$ cat src/rtl/cmp_sort_ctrl_pkg.sv
// cmp_sort_ctrl_pkg: shared FSM state type and sizing constants for the 4-element sorter
package cmp_sort_ctrl_pkg;
   localparam int ELEM_W    = 4;
   localparam int NUM_ELEM  = 4;
   localparam int MAX_SWAPS = 6;
   localparam int SWAP_W    = $clog2(MAX_SWAPS + 1);
   typedef enum logic [1:0] {IDLE, SORT, DONE} state_t;
endpackage

$ cat src/rtl/cmp_sort_ctrl_mag_cmp4.sv
// mag_cmp4: 4-bit unsigned magnitude comparator shared by every sort step
module mag_cmp4 (
   input  logic [3:0] a,
   input  logic [3:0] b,
   output logic       gt,
   output logic       eq,
   output logic       lt
);
   assign gt = a > b;
   assign eq = a == b;
   assign lt = a < b;
endmodule

$ cat src/rtl/cmp_sort_ctrl.sv
// cmp_sort_ctrl: bubble sort of four 4-bit elements, one comparison per cycle,
// early exit on a pass without swaps
module cmp_sort_ctrl
   import cmp_sort_ctrl_pkg::*;
#(
   parameter logic DESCEND = 1'b0
) (
   input  logic                       clk,
   input  logic                       rst_n,
   input  logic                       start,
   input  logic [ELEM_W*NUM_ELEM-1:0] data_in,
   output logic                       busy,
   output logic                       done,
   output logic [ELEM_W*NUM_ELEM-1:0] sorted_out,
   output logic [SWAP_W-1:0]          swap_count
);
   state_t                       state_q, state_d;
   logic [ELEM_W-1:0]            w_q [NUM_ELEM];
   logic [ELEM_W-1:0]            w_d [NUM_ELEM];
   logic [1:0]                   pass_q, pass_d;
   logic [1:0]                   idx_q, idx_d;
   logic [SWAP_W-1:0]            swaps_q, swaps_d;
   logic [1:0]                   pswaps_q, pswaps_d;
   logic [ELEM_W*NUM_ELEM-1:0]   sorted_q, sorted_d;
   logic [SWAP_W-1:0]            count_q, count_d;
   logic [1:0]                   idx_n;
   logic [ELEM_W-1:0]            cmp_a, cmp_b;
   logic                         gt, eq, lt, swap, last;

   assign idx_n = idx_q + 2'd1;
   assign cmp_a = w_q[idx_q];
   assign cmp_b = w_q[idx_n];

   mag_cmp4 u_cmp (
      .a  (cmp_a),
      .b  (cmp_b),
      .gt (gt),
      .eq (eq),
      .lt (lt)
   );

   // eq never swaps, which keeps equal elements in their original order
   assign swap = DESCEND ? (lt && !eq) : (gt && !eq);
   assign last = idx_q == (2'd2 - pass_q);

   always_comb begin
      state_d  = state_q;
      w_d      = w_q;
      pass_d   = pass_q;
      idx_d    = idx_q;
      swaps_d  = swaps_q;
      pswaps_d = pswaps_q;
      sorted_d = sorted_q;
      count_d  = count_q;
      case (state_q)
         IDLE: if (start) begin
            for (int i = 0; i < NUM_ELEM; i++) w_d[i] = data_in[i*ELEM_W +: ELEM_W];
            pass_d   = '0;
            idx_d    = '0;
            swaps_d  = '0;
            pswaps_d = '0;
            state_d  = SORT;
         end
         SORT: begin
            if (swap) begin
               w_d[idx_q] = cmp_b;
               w_d[idx_n] = cmp_a;
               swaps_d    = swaps_q + 1'b1;
               pswaps_d   = pswaps_q + 2'd1;
            end
            if (!last) idx_d = idx_n;
            else if ((pswaps_q == 2'd0 && !swap) || pass_q == 2'd2) begin
               state_d  = DONE;
               sorted_d = {w_d[3], w_d[2], w_d[1], w_d[0]};
               count_d  = swaps_d;
            end else begin
               pass_d   = pass_q + 2'd1;
               idx_d    = '0;
               pswaps_d = '0;
            end
         end
         DONE:    state_d = IDLE;
         default: state_d = IDLE;
      endcase
   end

   always_ff @(posedge clk or negedge rst_n) begin
      if (!rst_n) begin
         state_q  <= IDLE;
         w_q      <= '{default: '0};
         pass_q   <= '0;
         idx_q    <= '0;
         swaps_q  <= '0;
         pswaps_q <= '0;
         sorted_q <= '0;
         count_q  <= '0;
      end else begin
         state_q  <= state_d;
         w_q      <= w_d;
         pass_q   <= pass_d;
         idx_q    <= idx_d;
         swaps_q  <= swaps_d;
         pswaps_q <= pswaps_d;
         sorted_q <= sorted_d;
         count_q  <= count_d;
      end
   end

   assign busy       = state_q != IDLE;
   assign done       = state_q == DONE;
   assign sorted_out = sorted_q;
   assign swap_count = count_q;
endmodule
$ cat config.mk
export PLATFORM = sky130hd
export DESIGN_NAME = cmp_sort_ctrl
export DESIGN_NICKNAME = d
export VERILOG_FILES = /design/src/rtl/cmp_sort_ctrl_pkg.sv /design/src/rtl/cmp_sort_ctrl_mag_cmp4.sv /design/src/rtl/cmp_sort_ctrl.sv
export SDC_FILE = /design/constraint.sdc
export NUM_CORES = 1
export LEC_CHECK = 0
export CAP_MARGIN = 30
export CORE_ASPECT_RATIO = 1.25
export CORE_MARGIN = 8
export CORE_UTILIZATION = 40
export CTS_BUF_LIST = sky130_fd_sc_hd__clkbuf_8
export DETAILED_ROUTE_END_ITERATION = 8
export GPL_TIMING_DRIVEN = 0
export PLACE_DENSITY = 0.68
export SLEW_MARGIN = 40
export SYNTH_ARGS = -nofsm -noshare
export SYNTH_HDL_FRONTEND = slang
export SYNTH_SLANG_ARGS = --single-unit
$ cat constraint.sdc
create_clock -name clk -period 3.8 [get_ports clk]
set_input_delay 0.95 -clock clk [delete_from_list [all_inputs] [get_ports clk]]
set_output_delay 0.95 -clock clk [all_outputs]
set_load 0.02 [all_outputs]
==> reports/qor.yml <==
clkTransAtPathRegs_ns: 0.09
synth_area_mm2: 0.00316
grt.total_usage: 0.181
timing.fmax_mhz: 272
cts_buffers: 5
pin_count: 40
ys_ff_latch: 46
core_area_mm2: 0.00775
cp-end-kind: "register"
startpoint_type: "register"
routedWlPerCell_um: 20.1
root_buffer: "clkbuf_8"
cap_violations: 0
hold_viol: 0
routed_wl_um: 9670
hp-class: "register to register"
num_antenna_cells: 0
vias: 2999
netlist_instances: 331
fin_nets: 418
antenna_found_initial: 0
ys.flop_type: "dfrtp_1"
max-clock-path-buffers: 2
ys_seq_area_frac: 0.365
arrival_ns: 3.83
fin_crit_ns: 3.68
row_count: 36
route.detailed.drc: 0
relSlewSlack: 0.572
finalSetupViolations: 0
grt-ovfl-total: 0
firstDrtPassIters: 5
mostFrequentLayoutCell: "dfrtp_1"
final_max_slew_viol_count: 0
tns_ns: 0
die_area_mm2: 0.0110
grt_pass1_wl_um: 15600
fin_worst_skew_ns: 0.00799
fill_cells: 722
yosys.cell_types.count: 57
outcome: "finished, final reports clean"
cts_hold_buf: 0
synth_nets: 365
area_growth_pct: 25.3
cts_sinks: 46
cts_tree: "built"
rsz0062_at_grt: "yes"
clkLatencyLatePin_ns: 0.31
drt_iter0_markers: 296
async_flop_share: 1.00
layout-drive-gt1-share: 0.156
io_buffer_count: 38
finalCritPeriodShare: 0.968
layout_common_cells: "dfrtp_1, clkdlybuf4s50_1, o21ai_0"
detail-route-antenna-nets: 0
yosysTopAreaCellShare: 0.365
synth_area_leaders: "dfrtp_1, ha_1, mux4_2"
cp_max_fo: 10
path_class: "register to register"
synth_edf_count: 0
gp_congestion: 0.883
yosys.area.top_type: "dfrtp_1"
tightest_slew_ns: 0.643
dp_hpwl_um: 7420
die_h_um: 115
cp.required_ns: 3.96
avgSynthCellArea_um2: 9.54
fp.dieW_um: 95.5
yosys_warnings: 0
grt_max_degree: 25
grt_pass1_vias: 3002
initial_core_util: 0.407
avgViaCountPerCell: 6.25
ctsHtreeMaxLevel: 2
## cells by family (layout without fill, tap and decap cells)
family | after synthesis | count (layout) | synth area share
compound gates | 139 | 139 | 0.306
simple gates | 69 | 69 | 0.119
flops | 46 | 46 | 0.365
buf+inv | 44 | 98 | 0.0606
fa+ha+maj | 15 | 15 | 0.0595
mux | 14 | 14 | 0.0785
xor+xnor | 4 | 4 | 0.0111
## critical path, stage by stage (launching register included)
cell,delay (ns)
dfrtp_2,0.41
buf_6,0.18
clkbuf_4,0.22
inv_1,0.11
ha_1,0.29
buf_4,0.18
mux4_2,0.57
inv_1,0.08
ha_1,0.24
and2b_1,0.21
o211ai_4,0.30
a21oi_4,0.15
a32oi_1,0.43
a221oi_1,0.16
## path summary, 6_finish.rpt
| kind | from | to | slack (ns) | cells past startpoint |
|---|---|---|---|---|
| max | idx_q[0] | w_q[4] | 0.12 | 13 |
| min | swap_count[2] | swap_count[2] | 0.50 | 1 |
| max reg2reg | idx_q[0] | w_q[4] | 0.12 | 13 |
| min reg2reg | swap_count[2] | swap_count[2] | 0.50 | 1 |
| max in group asynchronous | rst_n | idx_q[0] | 2.83 | 2 |
| min in group asynchronous | rst_n | sorted_out[1] | 0.53 | 1 |
## per-stage QoR
stage / util / hold WS, ns / setup WS [ns] / cell area (um^2) / std cells
floorplan: - / 0.460 / 0.272 / 3160 / 331
global placement: 0.472 / 0.476 / -0.271 / 3660 / 464
detailed placement: 0.475 / 0.480 / -0.325 / 3680 / 465
CTS: 0.497 / 0.506 / 0.0600 / 3850 / 476
global route: 0.511 / 0.514 / -0.0234 / 3960 / 480
finish: 0.511 / 0.501 / 0.122 / 3960 / 480
## layer usage
layer	up-vias	wire, um	global-route usage
met5	-	0	0
met4	0	354	0.0925
met3	27	519	0.0359
met2	136	4810	0.305
met1	1477	3980	0.212
li1	1359	-	-
## layout make-up
class	instances	area (um^2)	share of cell area
plain buffers	25	134	0.0338
flip-flops and latches	46	1150	0.291
clock buffers	5	68.8	0.0174
clock inverters	3	41.3	0.0104
repair buffers	46	458	0.116
multi-input cells	241	1910	0.483
inverters	19	71.3	0.0180
well taps	95	119	0.0300
## cells in the mapped netlist (9+ instances only)
master,count
dfrtp_1,46
o21ai_0,26
a21oi_1,21
clkbuf_1,16
inv_1,16
ha_1,15
o21ai_1,14
o31ai_1,14
nand2_1,12
a21o_1,11
nand3_1,11
a22oi_1,9
nor2_1,9
## repair_timing
action	in CTS	in global routing
setup buffers	3	4
endpoints found under the setup margin	43	32
gates resized for setup	8	14
pin swaps	1	2
## flip-flops by register name, summed over array words and instances (netlist names)
register,flops
sorted_out,16
w_q,16
swap_count,3
swaps_q,3
idx_q,2
pass_q,2
pswaps_q,2
state_q,2
Power is left out: the tool's default activity adds up to more than one toggle a clock period on the data nets, which glitch-free logic cannot reach.
==> edit (config.mk and constraints unchanged) <==
Set the package constant `MAX_SWAPS` to 3 (it was 6).
--- a/src/rtl/cmp_sort_ctrl_pkg.sv
+++ b/src/rtl/cmp_sort_ctrl_pkg.sv
@@ -4,3 +4,3 @@
    localparam int NUM_ELEM  = 4;
-   localparam int MAX_SWAPS = 6;
+   localparam int MAX_SWAPS = 3;
    localparam int SWAP_W    = $clog2(MAX_SWAPS + 1);
Ports: changed (resized swap_count); port bits go from 40 to 39. The function was not compared with the original's and may differ.
==> edit against the unedited design <==
- wire length grew 20%
- worst setup slack better by 0.020 ns
- synthesized area increased by 8.6%
- final area up 5.3%
- global-route usage is 1.4 points higher
- sequential cell count shrank 2
Power is not shown: default switching activity piles up to over one toggle a cycle in this logic, so the estimate is an artifact.
==> edit: results (changes against the unedited design) <==
- Result of the run: complete, no violations (unchanged)
* CP max stage cell: dfrtp_2 (was mux4_2)
- The overall track demand over capacity in global routing was 19.5% (was 18.1%).
- The number of library cell types mapped by synthesis was 49 (was 57).
- The post-synthesis sequential area ratio came to 32.1% (was 36.5%).
* Worst R2R Setup Slack: 0.14 ns (was 0.12 ns)
* Gpl congestion: 0.939 (was 0.883)
- The worst hold margin is 0.442 ns (was 0.501 ns).
* Compound-cell area share of the yosys netlist: 27.9% (was 30.6%)
* Final Skew: 0.0148 ns (was 0.00799 ns)
- Post-synthesis net count: 449 (was 365)
* Post-Place Worst Slack: -0.739 ns (was -0.325 ns)
- The portion of netlist area occupied by mux cells is 8.94% (was 7.85%).
* Placed Area: 0.00395 mm2 (was 0.00368 mm2)
* Adder-cell share of the synthesized area: 5.11% (was 5.95%)
- The number of placed cells counting well taps came to 552 (was 465).
- The post-synthesis average cell area came to 8.24 um2 (was 9.54 um2).
- Final Non-Filler Cells: 566 (was 480)
- GR met2 Demand/Resource: 32.8% (was 30.5%)
* Commonest cells post-synth: a21oi_1 (62), dfrtp_1 (44), nor2_1 (26) (was dfrtp_1 (46), o21ai_0 (26), a21oi_1 (21))
* Detailed-router iteration count before antenna repair: 7 (was 5)
- Share of cells above drive strength 1: 12.8% (was 15.6%)
- The maximum number of pins on one net before global-route repair came to 41 (was 25).
- The class of the worst hold path is input pin to asynchronous set/reset pin (was flop to flop).
- Post-synthesis share of cell area spent on xor and xnor gates: 1.02% (was 1.11%)
* Starting DRT DRC Count: 407 (was 296)
* Fill cell total of the finished layout: 796 (was 722)
- The reg-to-reg endpoint was w_q[6]$_DFFE_PN0P_ (was w_q[4]$_DFFE_PN0P_).
- Largest cells by area after synthesis: dfrtp_1 (32%), a21oi_1 (9.1%), ha_1 (5.1%), nand3_1 (3.1%), mux2_2 (3.0%) (was dfrtp_1 (36%), ha_1 (5.9%), mux4_2 (5.7%), o21ai_0 (4.1%), a21oi_1 (3.3%)).
- The estimated wirelength of the detail-placed design was 8730 um (was 7420 um).
* Global-route track usage on met1: 24.2% (was 21.2%)
* Global-route wire length before repair: 18400 um (was 15600 um)
- The critical path's largest stage delay is 0.43 ns (was 0.57 ns).
==> edit: cell types whose count changed after synthesis, moves of 10 or more <==
| cell | delta |
|---|---|
| mux2i_1 | +10 |
| nand2_1 | +12 |
| nand3_1 | +10 |
| nor2_1 | +17 |
| a21oi_1 | +41 |
| o21ai_1 | -14 |
| a31oi_1 | +15 |
| o21ai_0 | -12 |
==> edit: routing by layer <==
layer  up-vias  routed length (um)
li1       1626                   -
met1      1720                4780
met2       138                5880
met3        22                 661
met4         0                 289
met5         -                   0
==> edit: layout make-up <==
cell class | count | area (um2) | area share (%)
sequential | 44 | 1100 | 26.5
inverter | 25 | 97.6 | 2.34
clock buffer | 6 | 82.6 | 1.98
clock inverter | 2 | 38.8 | 0.931
tap | 97 | 121 | 2.91
multi-input combinational | 316 | 2130 | 51.1
buffer | 30 | 146 | 3.51
timing repair buffer | 46 | 450 | 10.8
==> edit: timing repair <==
action	CTS	global route
setup endpoints to repair	43	40
resized for setup	9	13
pin swaps	0	3
setup buffers	0	7
